[config.mk]
export PLATFORM = sky130hd
export DESIGN_NAME = clock_divider_bank
export DESIGN_NICKNAME = d
export VERILOG_FILES = /design/src/rtl/clkgen_pkg.sv /design/src/rtl/clk_div_channel.sv /design/src/rtl/clock_divider_bank.sv
export SDC_FILE = /design/constraint.sdc
export NUM_CORES = 1
export LEC_CHECK = 0
export CORE_ASPECT_RATIO = 0.75
export CORE_MARGIN = 8
export CORE_UTILIZATION = 39
export DETAILED_ROUTE_END_ITERATION = 8
export GPL_ROUTABILITY_DRIVEN = 1
export PLACE_DENSITY = 0.58
export REMOVE_ABC_BUFFERS = 1
export SETUP_SLACK_MARGIN = 0.5
export SYNTH_ARGS = -nofsm -noshare
export SYNTH_HDL_FRONTEND = slang
export SYNTH_SLANG_ARGS = --single-unit
[constraint.sdc]
create_clock -name clock -period 4.75 [get_ports clock]
set_input_delay 0.95 -clock clock [delete_from_list [all_inputs] [get_ports clock]]
set_output_delay 0.95 -clock clock [all_outputs]
set_load 0.05 [all_outputs]
[src/rtl/clkgen_pkg.sv]
// Shared definitions for the clock divider bank: channel FSM encoding and default field width.
package clkgen_pkg;

  localparam int DEF_CNT_W = 8;

  typedef enum logic [1:0] {
    ST_IDLE  = 2'd0,
    ST_PHASE = 2'd1,
    ST_HIGH  = 2'd2,
    ST_LOW   = 2'd3
  } ch_state_t;

endpackage

[src/rtl/clk_div_channel.sv]
// One divided-clock channel: shadow/active config, down-counter FSM, rise strobe and period-done flag.
//
//  state    | meaning
//  ---------+-----------------------------------------------------------
//  ST_IDLE  | stopped, div_clk low, shadow config copied straight to active
//  ST_PHASE | low-phase offset countdown before the first rise
//  ST_HIGH  | div_clk high for half+1 input cycles
//  ST_LOW   | div_clk low for half+1 input cycles; period boundary at terminal count
//
// The phase value is consumed only when a channel starts from IDLE or on resync, and both
// of those points apply the shadow first, so the shadow register doubles as the active phase.
module clk_div_channel
  import clkgen_pkg::*;
#(
  parameter int CNT_W        = DEF_CNT_W,
  parameter int DEFAULT_HALF = 0
) (
  input  logic             clock,
  input  logic             reset,
  input  logic             enable,
  input  logic             cfg_load,
  input  logic             resync,
  input  logic             clr_done,
  input  logic [CNT_W-1:0] half_in,
  input  logic [CNT_W-1:0] phase_in,
  output logic             div_clk,
  output logic             div_en,
  output logic             cfg_pend,
  output logic             done
);

  ch_state_t        state;
  logic [CNT_W-1:0] cnt;
  logic [CNT_W-1:0] half_act;
  logic [CNT_W-1:0] half_sh;
  logic [CNT_W-1:0] phase_sh;
  logic [CNT_W-1:0] half_eff;
  logic [CNT_W-1:0] phase_eff;
  logic             apply_now;
  logic             tc;

  // A load in the same cycle as an apply point is used directly (latest wins).
  assign half_eff  = cfg_load ? half_in  : half_sh;
  assign phase_eff = cfg_load ? phase_in : phase_sh;
  assign apply_now = cfg_pend | cfg_load;
  assign tc        = (cnt == '0);

  // Channel FSM, counter, config registers and registered outputs.
  always_ff @(posedge clock or negedge reset) begin
    if (!reset) begin
      state    <= ST_IDLE;
      cnt      <= '0;
      half_act <= CNT_W'(DEFAULT_HALF);
      half_sh  <= CNT_W'(DEFAULT_HALF);
      phase_sh <= '0;
      div_clk  <= 1'b0;
      div_en   <= 1'b0;
      cfg_pend <= 1'b0;
      done     <= 1'b0;
    end else begin
      div_en <= 1'b0;
      if (cfg_load) begin
        half_sh  <= half_in;
        phase_sh <= phase_in;
      end
      if (resync && enable) begin
        half_act <= half_eff;
        cfg_pend <= 1'b0;
        state    <= ST_PHASE;
        cnt      <= phase_eff;
        div_clk  <= 1'b0;
        done     <= 1'b0;
      end else begin
        unique case (state)
          ST_IDLE: begin
            half_act <= half_eff;
            cfg_pend <= 1'b0;
            done     <= 1'b0;
            div_clk  <= 1'b0;
            if (enable) begin
              state <= ST_PHASE;
              cnt   <= phase_eff;
            end
          end
          ST_PHASE: begin
            if (cfg_load) cfg_pend <= 1'b1;
            if (tc) begin
              if (enable) begin
                state   <= ST_HIGH;
                cnt     <= half_act;
                div_clk <= 1'b1;
                div_en  <= 1'b1;
              end else begin
                state <= ST_IDLE;
              end
            end else begin
              cnt <= cnt - 1'b1;
            end
          end
          ST_HIGH: begin
            if (cfg_load) cfg_pend <= 1'b1;
            if (tc) begin
              state   <= ST_LOW;
              cnt     <= half_act;
              div_clk <= 1'b0;
            end else begin
              cnt <= cnt - 1'b1;
            end
          end
          ST_LOW: begin
            if (tc) begin
              if (apply_now) begin
                half_act <= half_eff;
                cfg_pend <= 1'b0;
              end
              if (enable) begin
                state   <= ST_HIGH;
                cnt     <= apply_now ? half_eff : half_act;
                div_clk <= 1'b1;
                div_en  <= 1'b1;
                done    <= ~apply_now;
              end else begin
                state <= ST_IDLE;
                done  <= 1'b0;
              end
            end else begin
              if (cfg_load) cfg_pend <= 1'b1;
              cnt <= cnt - 1'b1;
            end
          end
        endcase
      end
      if (clr_done) done <= 1'b0;
    end
  end

endmodule

[src/rtl/clock_divider_bank.sv]
// Bank of NUM_CH independently configured clock dividers sharing load/resync controls.
module clock_divider_bank
  import clkgen_pkg::*;
#(
  parameter int NUM_CH       = 3,
  parameter int CNT_W        = DEF_CNT_W,
  parameter int DEFAULT_HALF = 0
) (
  input  logic                    clock,
  input  logic                    reset,
  input  logic [NUM_CH*CNT_W-1:0] half_cfg,
  input  logic [NUM_CH*CNT_W-1:0] phase_cfg,
  input  logic                    cfg_load,
  input  logic                    resync,
  input  logic [NUM_CH-1:0]       ch_enable,
  output logic [NUM_CH-1:0]       div_clk,
  output logic [NUM_CH-1:0]       div_en,
  output logic [NUM_CH-1:0]       cfg_pend,
  output logic                    locked
);

  logic [NUM_CH-1:0] en_q;
  logic [NUM_CH-1:0] done;
  logic              en_chg;

  // Any enable change restarts the lock qualification on every channel.
  assign en_chg = (ch_enable != en_q);

  // locked is a pure reduction of registered state, so it drops on the same edge
  // that clears a done flag (apply, resync, enable change).
  assign locked = (|en_q) & (&(done | ~en_q));

  // Previous enable vector for change detection and the lock reduction.
  always_ff @(posedge clock or negedge reset) begin
    if (!reset) en_q <= '0;
    else        en_q <= ch_enable;
  end

  genvar g;
  for (g = 0; g < NUM_CH; g++) begin : g_ch
    clk_div_channel #(
      .CNT_W        (CNT_W),
      .DEFAULT_HALF (DEFAULT_HALF)
    ) u_ch (
      .clock    (clock),
      .reset    (reset),
      .enable   (ch_enable[g]),
      .cfg_load (cfg_load),
      .resync   (resync),
      .clr_done (en_chg),
      .half_in  (half_cfg[g*CNT_W +: CNT_W]),
      .phase_in (phase_cfg[g*CNT_W +: CNT_W]),
      .div_clk  (div_clk[g]),
      .div_en   (div_en[g]),
      .cfg_pend (cfg_pend[g]),
      .done     (done[g])
    );
  end

endmodule

**Word-level counts from Yosys, hierarchy flattened**

Cells that the tools add are included.

- Add/sub/neg operators: 3
- $mul: 0
- Div/mod/pow operators: 0
- Order comparisons: 0
- Eq/ne operators: 37
- Shifts and indexed selects: 0
- Muxes and demuxes: 117
- Bitwise operators: 9
- Reductions and logical operators: 38

Operators by type and width:

| kind | number |
|---|---|
| 8-bit two-way mux | 36 |
| 8-bit one-hot mux with 4 select lines | 3 |
| 1-bit two-way mux | 48 |
| 8-bit one-hot mux with 2 select lines | 3 |
| 3-bit by 1-bit != test with 1-bit output (second input constant) | 12 |
| 2-bit two-way mux | 15 |
| 3-bit AND reduction | 10 |
| 8-bit zero test | 3 |
| 4-bit != test (second input constant) | 6 |
| 8-bit by 1-bit subtractor with 8-bit output (second input constant) | 3 |
| 1-bit one-hot mux with 3 select lines | 6 |
| 2-bit one-hot mux with 3 select lines | 3 |
| 2-bit equality test (second input constant) | 6 |
| 4-bit by 2-bit != test with 1-bit output (second input constant) | 3 |
| 4-bit by 3-bit != test with 1-bit output (second input constant) | 3 |
| 2-bit AND reduction | 6 |
| 4-bit nonzero test | 3 |
| 2-bit OR reduction | 6 |
| 3-bit by 2-bit != test with 1-bit output (second input constant) | 3 |
| 3-bit nonzero test | 3 |
| 2-bit by 1-bit equality test with 1-bit output (second input constant) | 3 |
| 2-bit zero test | 3 |
| 1-bit one-hot mux with 2 select lines | 3 |
| 1-bit logical AND | 3 |
| 7 further kinds | 11 |

- Register bits: 117
- Latch bits: 0
- Bits in writable memories: 0
- Memory bits (read-only): 0
- Input bits: 55
- Logic and storage cells: 232
- Memories kept: 0

**Longest topological paths before layout**

Gate-level depths: netlist (run 1).

- Depth after elaboration: 7
- Gate-level depth with buffers: 8

**Modules after synthesis**

Synthesis (run 1) repeated with hierarchy kept, for this count alone.

- Cells, all modules: 657
- Area total of the unflattened synthesis: 6721.4 µm²

By module, submodules not included:

| module | times used | cells an instance | area an instance (µm²) | seq. area each (µm²) |
|---|---|---|---|---|
| clk_div_channel (g_ch[1].u_ch ...) | 2 | 216 | 2162.1 | 950.9 |
| clk_div_channel (g_ch[0].u_ch) | 1 | 213 | 2260.9 | 950.9 |
| clock_divider_bank | 1 | 12 | 136.4 | 75.1 |

**Least setup slack after synthesis (run 1)**

OpenSTA, ideal clock, no wires.

- Path type: flip-flop to output port
- Start: register en_q[1]
- End: output locked
- Arrival: 1603 ps
- Slack: 2197 ps
- Stages on the path, launching flop included: 4
- Path buffers: 0
- Cells stage by stage: dfrtp_1 inv_1 o22ai_1 nor3_1

- Longest elaborated chain between the ends: 4
- Elaborated cells on any way between the ends: 5
- Those cells by class: bitwise (3); reduce/logical (2)

Ends and longest elaborated chain:

| item | line | RTL |
|---|---|---|
| start, declared | clock_divider_bank.sv:22 | `logic [NUM_CH-1:0] en_q;` |
| start signal, assigned | clock_divider_bank.sv:36 | `else en_q <= ch_enable;` |
| 3-bit NOT | clock_divider_bank.sv:31 | `assign locked = (\|en_q) & (&(done \| ~en_q));` |
| 3-bit bitwise OR | clock_divider_bank.sv:31 |  |
| 3-bit AND reduction | clock_divider_bank.sv:31 |  |
| 1-bit bitwise AND * | clock_divider_bank.sv:31 |  |
| end, declared | clock_divider_bank.sv:19 | `output logic locked` |

Every way passes the cells marked *; elsewhere a longest branch is shown, timed or not.

**Worst setup path in the final report (run 1)**

- Start: register en_q[0]
- End: output locked

The elaborated chain is that of the path after synthesis.

==> results of run 1 <==
-- synth_stat cells (13+ instances only) --
cell type and count:
sky130_fd_sc_hd__mux2_2 88, sky130_fd_sc_hd__a21oi_1 50, sky130_fd_sc_hd__nand2_1 33, sky130_fd_sc_hd__clkbuf_1 23, sky130_fd_sc_hd__o21ai_0 61, sky130_fd_sc_hd__nor3_1 18
sky130_fd_sc_hd__ha_1 20, sky130_fd_sc_hd__inv_1 33, sky130_fd_sc_hd__o21a_1 13, sky130_fd_sc_hd__dfrtp_1 117, sky130_fd_sc_hd__nor2_1 32, sky130_fd_sc_hd__mux2i_1 17
-- registers in the layout, indices dropped and copies added, names as in the netlist --
| signal | cells |
|---|---|
| en_q | 3 |
| g_ch.u_ch.cnt | 24 |
| g_ch.u_ch.phase_sh | 24 |
| g_ch.u_ch.half_act | 24 |
| g_ch.u_ch.done | 3 |
| g_ch.u_ch.div_clk | 3 |
| g_ch.u_ch.cfg_pend | 3 |
| g_ch.u_ch.state | 6 |
| g_ch.u_ch.div_en | 3 |
| g_ch.u_ch.half_sh | 24 |
-- power by group through the flow --
| stage | combinational, mW | sequential (mW) | clock [mW] |
|---|---|---|---|
| 2_1_floorplan | 1.50 | 1.60 | 0 |
| 3_3_place_gp | 2.00 | 1.62 | 0 |
| 3_5_place_dp | 2.05 | 1.63 | 0 |
| 4_1_cts | 2.05 | 1.62 | 1.30 |
| 5_1_grt | 2.28 | 1.67 | 1.34 |
| 6_report | 2.07 | 1.62 | 1.27 |
-- layout make-up --
| cell class | instances | area [um2] |
|---|---|---|
| Multi-Input combinational cell | 460 | 3440 |
| Clock inverter | 9 | 100 |
| Clock buffer | 23 | 488 |
| Tap cell | 215 | 269 |
| Fill cell | 1543 | 8860 |
| Timing Repair Buffer | 67 | 671 |
| Inverter | 33 | 124 |
| Sequential cell | 117 | 2930 |
-- cell families (layout without fill, tap and decap cells) --
family	count (synthesis)	after routing	share of synthesized area
fa+ha+maj	20	20	0.0371
flops	117	117	0.435
xor+xnor	7	7	0.00910
mux	105	105	0.172
buf+inv	79	132	0.0550
simple gates	126	126	0.0988
compound gates	202	202	0.193
-- placed cells by master (no fill, tap or decap), types with 8 or more instances in the layout --
master,Yosys,layout
sky130_fd_sc_hd__a21oi_1,50,50
sky130_fd_sc_hd__a221o_1,9,9
sky130_fd_sc_hd__a31oi_1,10,10
sky130_fd_sc_hd__clkbuf_16,0,17
sky130_fd_sc_hd__clkdlybuf4s50_1,0,62
sky130_fd_sc_hd__dfrtp_1,117,117
sky130_fd_sc_hd__ha_1,20,20
sky130_fd_sc_hd__inv_1,33,33
sky130_fd_sc_hd__mux2_2,88,88
sky130_fd_sc_hd__mux2i_1,17,17
sky130_fd_sc_hd__nand2_1,33,33
sky130_fd_sc_hd__nand3_1,8,8
sky130_fd_sc_hd__nor2_1,32,32
sky130_fd_sc_hd__nor3_1,18,18
sky130_fd_sc_hd__o211ai_1,9,9
sky130_fd_sc_hd__o21a_1,13,13
sky130_fd_sc_hd__o21ai_0,61,61
-- worst max path at each step --
stage                                 endpoint  slack (ns)              start  depth (start not counted)
3_3_place_gp   g_ch[2].u_ch.cnt[2]$_DFFE_PN0P_        1.77             resync                          5
2_1_floorplan                           locked        2.20  en_q[1]$_DFF_PN0_                          3
6_report                                locked        1.66  en_q[0]$_DFF_PN0_                          3
3_5_place_dp   g_ch[2].u_ch.cnt[2]$_DFFE_PN0P_        1.71             resync                          5
4_1_cts                                 locked        1.61  en_q[0]$_DFF_PN0_                          3
5_1_grt                                 locked        1.58  en_q[1]$_DFF_PN0_                          4
-- through the flow --
stage | util | cells | cell area (um2) | worst slack [ns] | total power, mW
after floorplan | - | 610 | 6490 | 2.20 | 3.09
after global placement | 0.440 | 892 | 7430 | 1.77 | 3.61
after detailed placement | 0.440 | 892 | 7430 | 1.71 | 3.68
after CTS | 0.475 | 924 | 8020 | 1.61 | 4.98
after global routing | 0.475 | 924 | 8020 | 1.58 | 5.29
final | 0.475 | 924 | 8020 | 1.66 | 4.96
-- layer usage --
layer	up-vias	part of all wire
li1	2472	-
met1	2528	0.48
met2	153	0.44
met3	19	0.061
met4	0	0.011
met5	-	0
==> reports/metrics.yaml, run 1 <==
crit_path_max_fanout: 3
rr_startpoint: "g_ch[1].u_ch.cnt[0]$_DFFE_PN0P_"
drive_above_1_share: 0.200
final_weighted_congestion_of_routability_driven_global_placement: 0.848
initial_core_util: 0.399
worst_pin_slew_ns: 0.851
path_buf_inv: 1
cp-start-kind: "flop"
number_of_antenna_violations_at_the_first_check_in_global_routing: 0
clock_root_buffer_master: "sky130_fd_sc_hd__clkbuf_16"
post_cts_resized: 0
synth_ff_type: "sky130_fd_sc_hd__dfrtp_1"
hp-class: "in2async"
fin_crit_ns: 3.09
yosys_warnings: 0
mappedNetlistArea_um2: 6740
grtUsageMet3: 0.0447
route.final.wire_length_um: 16500
drcViolationCount: 0
grt_max_degree: 55
syn_inst: 656
setup_viol: 0
skew_ns: 0.00776
total_die_area_um2: 21800
dr_total_vias: 5172
power_leakage_nw: 3.31
max_freq_mhz: 324
synthDistinctLibCells: 62
cp-end-kind: "primary output"
tritoncts.num_buffers: 17
fin_worst_hold_slack_ns: 0.450
ant_nets: 0
path_delay_family: "buffers and inverters"
clock_tree_from_tritoncts: "yes"
first_global_vias: 5264
flow.area_growth_from_synthesis_pct: 19.0
yosysSeqAreaShare: 0.435
worst-setup-path-type: "reg2out"
cpMaxStageDelayCell: "sky130_fd_sc_hd__clkdlybuf4s50_1"
share_of_power_burned_in_the_clock_network: 0.256
clkLatencyLatePin_ns: 0.41
seqPwrFrac: 0.327
path_clk_slew_ns: 0.06
critical_path_arrival_ns: 2.14
dr.pass1.iters: 5
grt_pass1_wl_um: 27300
final-hold-violation-count: 0
overflow: 0
groute.usage.overall: 0.156
maxCapViolations: 0
final_nets: 771
synth-edff-count: 0
placement_rows: 41
min_period_over_period: 0.650
cts-root-to-sink-buffers: 2
slew_headroom: 0.428
grt.met1_usage: 0.208
worst-r2r-cell-count: 7
place.detailed.hpwl_um: 11600
power_frac_comb: 0.417
pin_count: 65
synth_top_cell_by_area: "sky130_fd_sc_hd__dfrtp_1"
cts-hold-fix-buffers: 0
cellPowerDensity_nw_per_um2: 619
ir_drop_mv: 0.259
post_drt_via_cell_ratio: 5.60
drt-wirelength-per-cell_um: 17.8
synth.avg_cell_area_um2: 10.3
proportion_of_synthesized_flip_flops_having_asynchronous_set_or_reset: 1.00
drt_iter0_drc: 342
timing.critical_path.required_ns: 3.80
p_switching_mw: 1.88
ctsHtreeMaxLevel: 4
sw_frac_of_total: 0.380
intPower_mw: 3.08
numClockSinks: 117
finalSetupTns_ns: 0
status: "finished, final reports clean"
postSynthRegisterBits: 117
netlist.area_leader.share: 0.435
most_crowded_layer_gr: "met2"
postCtsSetupBuffers: 0
place.port_buffers: 64
die_x_um: 168
slowest_delay_ns: 0.87
rr_endpoint: "g_ch[1].u_ch.half_act[0]$_DFFE_PN0P_"
post_synth_main_area_contributors: "sky130_fd_sc_hd__dfrtp_1 (43%), sky130_fd_sc_hd__mux2_2 (15%), sky130_fd_sc_hd__o21ai_0 (4.5%)"
core_area_um2: 16900
met2_usage: 0.241
crit_path_cell_trace: "nor2b_1 -> nor3_1 -> clkdlybuf4s50_1"
drv_slew: 0
n_antenna_cell: 0
reg2reg_setup_slack_ns: 2.02
vertical_extent_of_the_die_um: 130
rsz0062_at_grt: "false"
Note: power is estimated with default switching activity, not from simulation.
==> run 2: changes to the inputs <==
PLACE_DENSITY = 0.6   (was 0.58)
clock period = 2.65 ns   (was 4.75 ns; I/O delays follow)
==> reports/metrics.yaml, run 2 (synthesis results as in run 1) <==
cellPowerDensity_nw_per_um2: 1120
final_weighted_congestion_of_routability_driven_global_placement: 0.918
place.port_buffers: 64
post_drt_via_cell_ratio: 5.60
cp-end-kind: "primary output"
skew_ns: 0.00925
clkLatencyLatePin_ns: 0.42
drv_slew: 0
reg2reg_setup_slack_ns: 0.57
stdcell_count: 955
place_inst: 913
fin_area_um2: 8340
pre_cts_ws_ns: 0.247
number_of_antenna_violations_at_the_first_check_in_global_routing: 0
final_nets: 802
ir_drop_mv: 0.556
worst_pin_slew_ns: 0.957
drive_above_1_share: 0.257
path_clk_slew_ns: 0.06
first_global_vias: 5387
grt_max_degree: 36
power_leakage_nw: 3.51
worst-path-stages: 1
path_delay_family: "buffers and inverters"
finalWorstSetupSlack_ns: 0.550
grtUsageMet3: 0.0507
fin_crit_ns: 2.10
maxCapViolations: 0
crit_path_cell_trace: "clkdlybuf4s50_1"
layout_common_cells: "sky130_fd_sc_hd__dfrtp_1 (116), sky130_fd_sc_hd__mux2_2 (88), sky130_fd_sc_hd__o21ai_0 (61), sky130_fd_sc_hd__clkdlybuf4s50_1 (55), sky130_fd_sc_hd__a21oi_1 (49)"
drt-wirelength-per-cell_um: 17.8
final_common_cell: "sky130_fd_sc_hd__dfrtp_1"
cpMaxStageDelayCell: "sky130_fd_sc_hd__clkdlybuf4s50_1"
clock_tree_from_tritoncts: "yes"
cp-start-kind: "flop"
initial_core_util: 0.399
cts-root-to-sink-buffers: 2
dr_total_vias: 5349
vertical_extent_of_the_die_um: 130
most_crowded_layer_gr: "met2"
path_buf_inv: 1
final-hold-violation-count: 0
place.detailed.hpwl_um: 12100
met2_usage: 0.241
ctsHtreeMaxLevel: 4
status: "finished, final reports clean"
timing.critical_path.required_ns: 2.12
route.final.wire_length_um: 17000
ant_nets: 0
grt.met1_usage: 0.220
drcViolationCount: 0
setup_viol: 0
flow.area_growth_from_synthesis_pct: 23.8
dr.pass1.iters: 5
placement_rows: 41
drt_iter0_drc: 392
groute.usage.overall: 0.161
numClockSinks: 117
clock_root_buffer_master: "sky130_fd_sc_hd__clkbuf_16"
fillers: 1486
n_antenna_cell: 0
critical_path_arrival_ns: 1.57
total_die_area_um2: 21800
rr_endpoint: "g_ch[0].u_ch.cnt[6]$_DFFE_PN0P_"
rr_startpoint: "g_ch[0].u_ch.state[1]$_DFFE_PN0P_"
overflow: 0
grt_pass1_wl_um: 28200
hp-class: "in2async"
rsz0062_at_grt: "true"
tritoncts.num_buffers: 17
slowest_delay_ns: 0.81
min_period_over_period: 0.793
crit_path_max_fanout: 1
pin_count: 65
placement.cell_area_um2: 7590
finalSetupTns_ns: 0
worst-setup-path-type: "reg2out"
die_x_um: 168
worst-r2r-cell-count: 7
max_freq_mhz: 476
core_area_um2: 16900
slew_headroom: 0.356
## run 2: cell types whose count changed in the layout (fill, tap and decap cells not counted), moves of 4 or more
cell / before / now
sky130_fd_sc_hd__inv_1: 33 / 27
sky130_fd_sc_hd__inv_2: 0 / 6
sky130_fd_sc_hd__buf_4: 4 / 32
sky130_fd_sc_hd__dlygate4sd2_1: 0 / 4
sky130_fd_sc_hd__clkdlybuf4s50_1: 62 / 55
## run 2: final cells by class
type | count | area (um2) | area share
Clock inverter | 8 | 124 | 0.0149
Clock buffer | 24 | 472 | 0.0566
Tap cell | 215 | 269 | 0.0323
Timing Repair Buffer | 98 | 938 | 0.113
Inverter | 33 | 124 | 0.0149
Multi-Input combinational cell | 460 | 3480 | 0.418
Sequential cell | 117 | 2930 | 0.351
## run 2: metrics by stage
stage / power, mW / utilization / hold WS, ns
3_3_place_gp: 6.57 / 0.450 / 0.486
5_1_grt: 9.92 / 0.494 / 0.0829
2_1_floorplan: 5.54 / - / 0.234
6_report: 9.31 / 0.494 / 0.0624
3_5_place_dp: 6.70 / 0.450 / 0.488
4_1_cts: 9.20 / 0.490 / 0.0670
## run 2: how the worst max path moves through the flow
stage	start	endpoint	slack (ns)
after global placement	resync	g_ch[2].u_ch.cnt[2]$_DFFE_PN0P_	0.32
after CTS	en_q[1]$_DFF_PN0_	locked	0.43
after floorplan	g_ch[2].u_ch.cnt[0]$_DFFE_PN0P_	g_ch[2].u_ch.half_act[0]$_DFFE_PN0P_	0.42
final	g_ch[2].u_ch.div_en$_DFF_PN0_	div_en[2]	0.55
after detailed placement	resync	g_ch[1].u_ch.cnt[4]$_DFFE_PN0P_	0.25
after global routing	g_ch[0].u_ch.state[1]$_DFFE_PN0P_	g_ch[0].u_ch.cnt[6]$_DFFE_PN0P_	0.45
## run 2: what timing repair did
action	CTS	global route
endpoints found under the setup margin	36	38
cloned	0	0
setup buffers	6	4
resized for setup	13	21
pin swaps	3	2
hold buffers	0	0
## run 2: per-layer routing
metal / up-vias / share of wire
li1: 2538 / -
met4: 0 / 0.014
met3: 18 / 0.058
met5: - / 0
met2: 179 / 0.44
met1: 2614 / 0.49
## run 2: where the power goes
part           internal (mW)  leakage (nW)  switching [mW]  total [mW]
clock                   1.52         0.284           0.800        2.32
combinational           1.98          1.82            2.15        4.13
sequential              2.31          1.41           0.546        2.86
total                   5.81          3.51            3.50        9.31
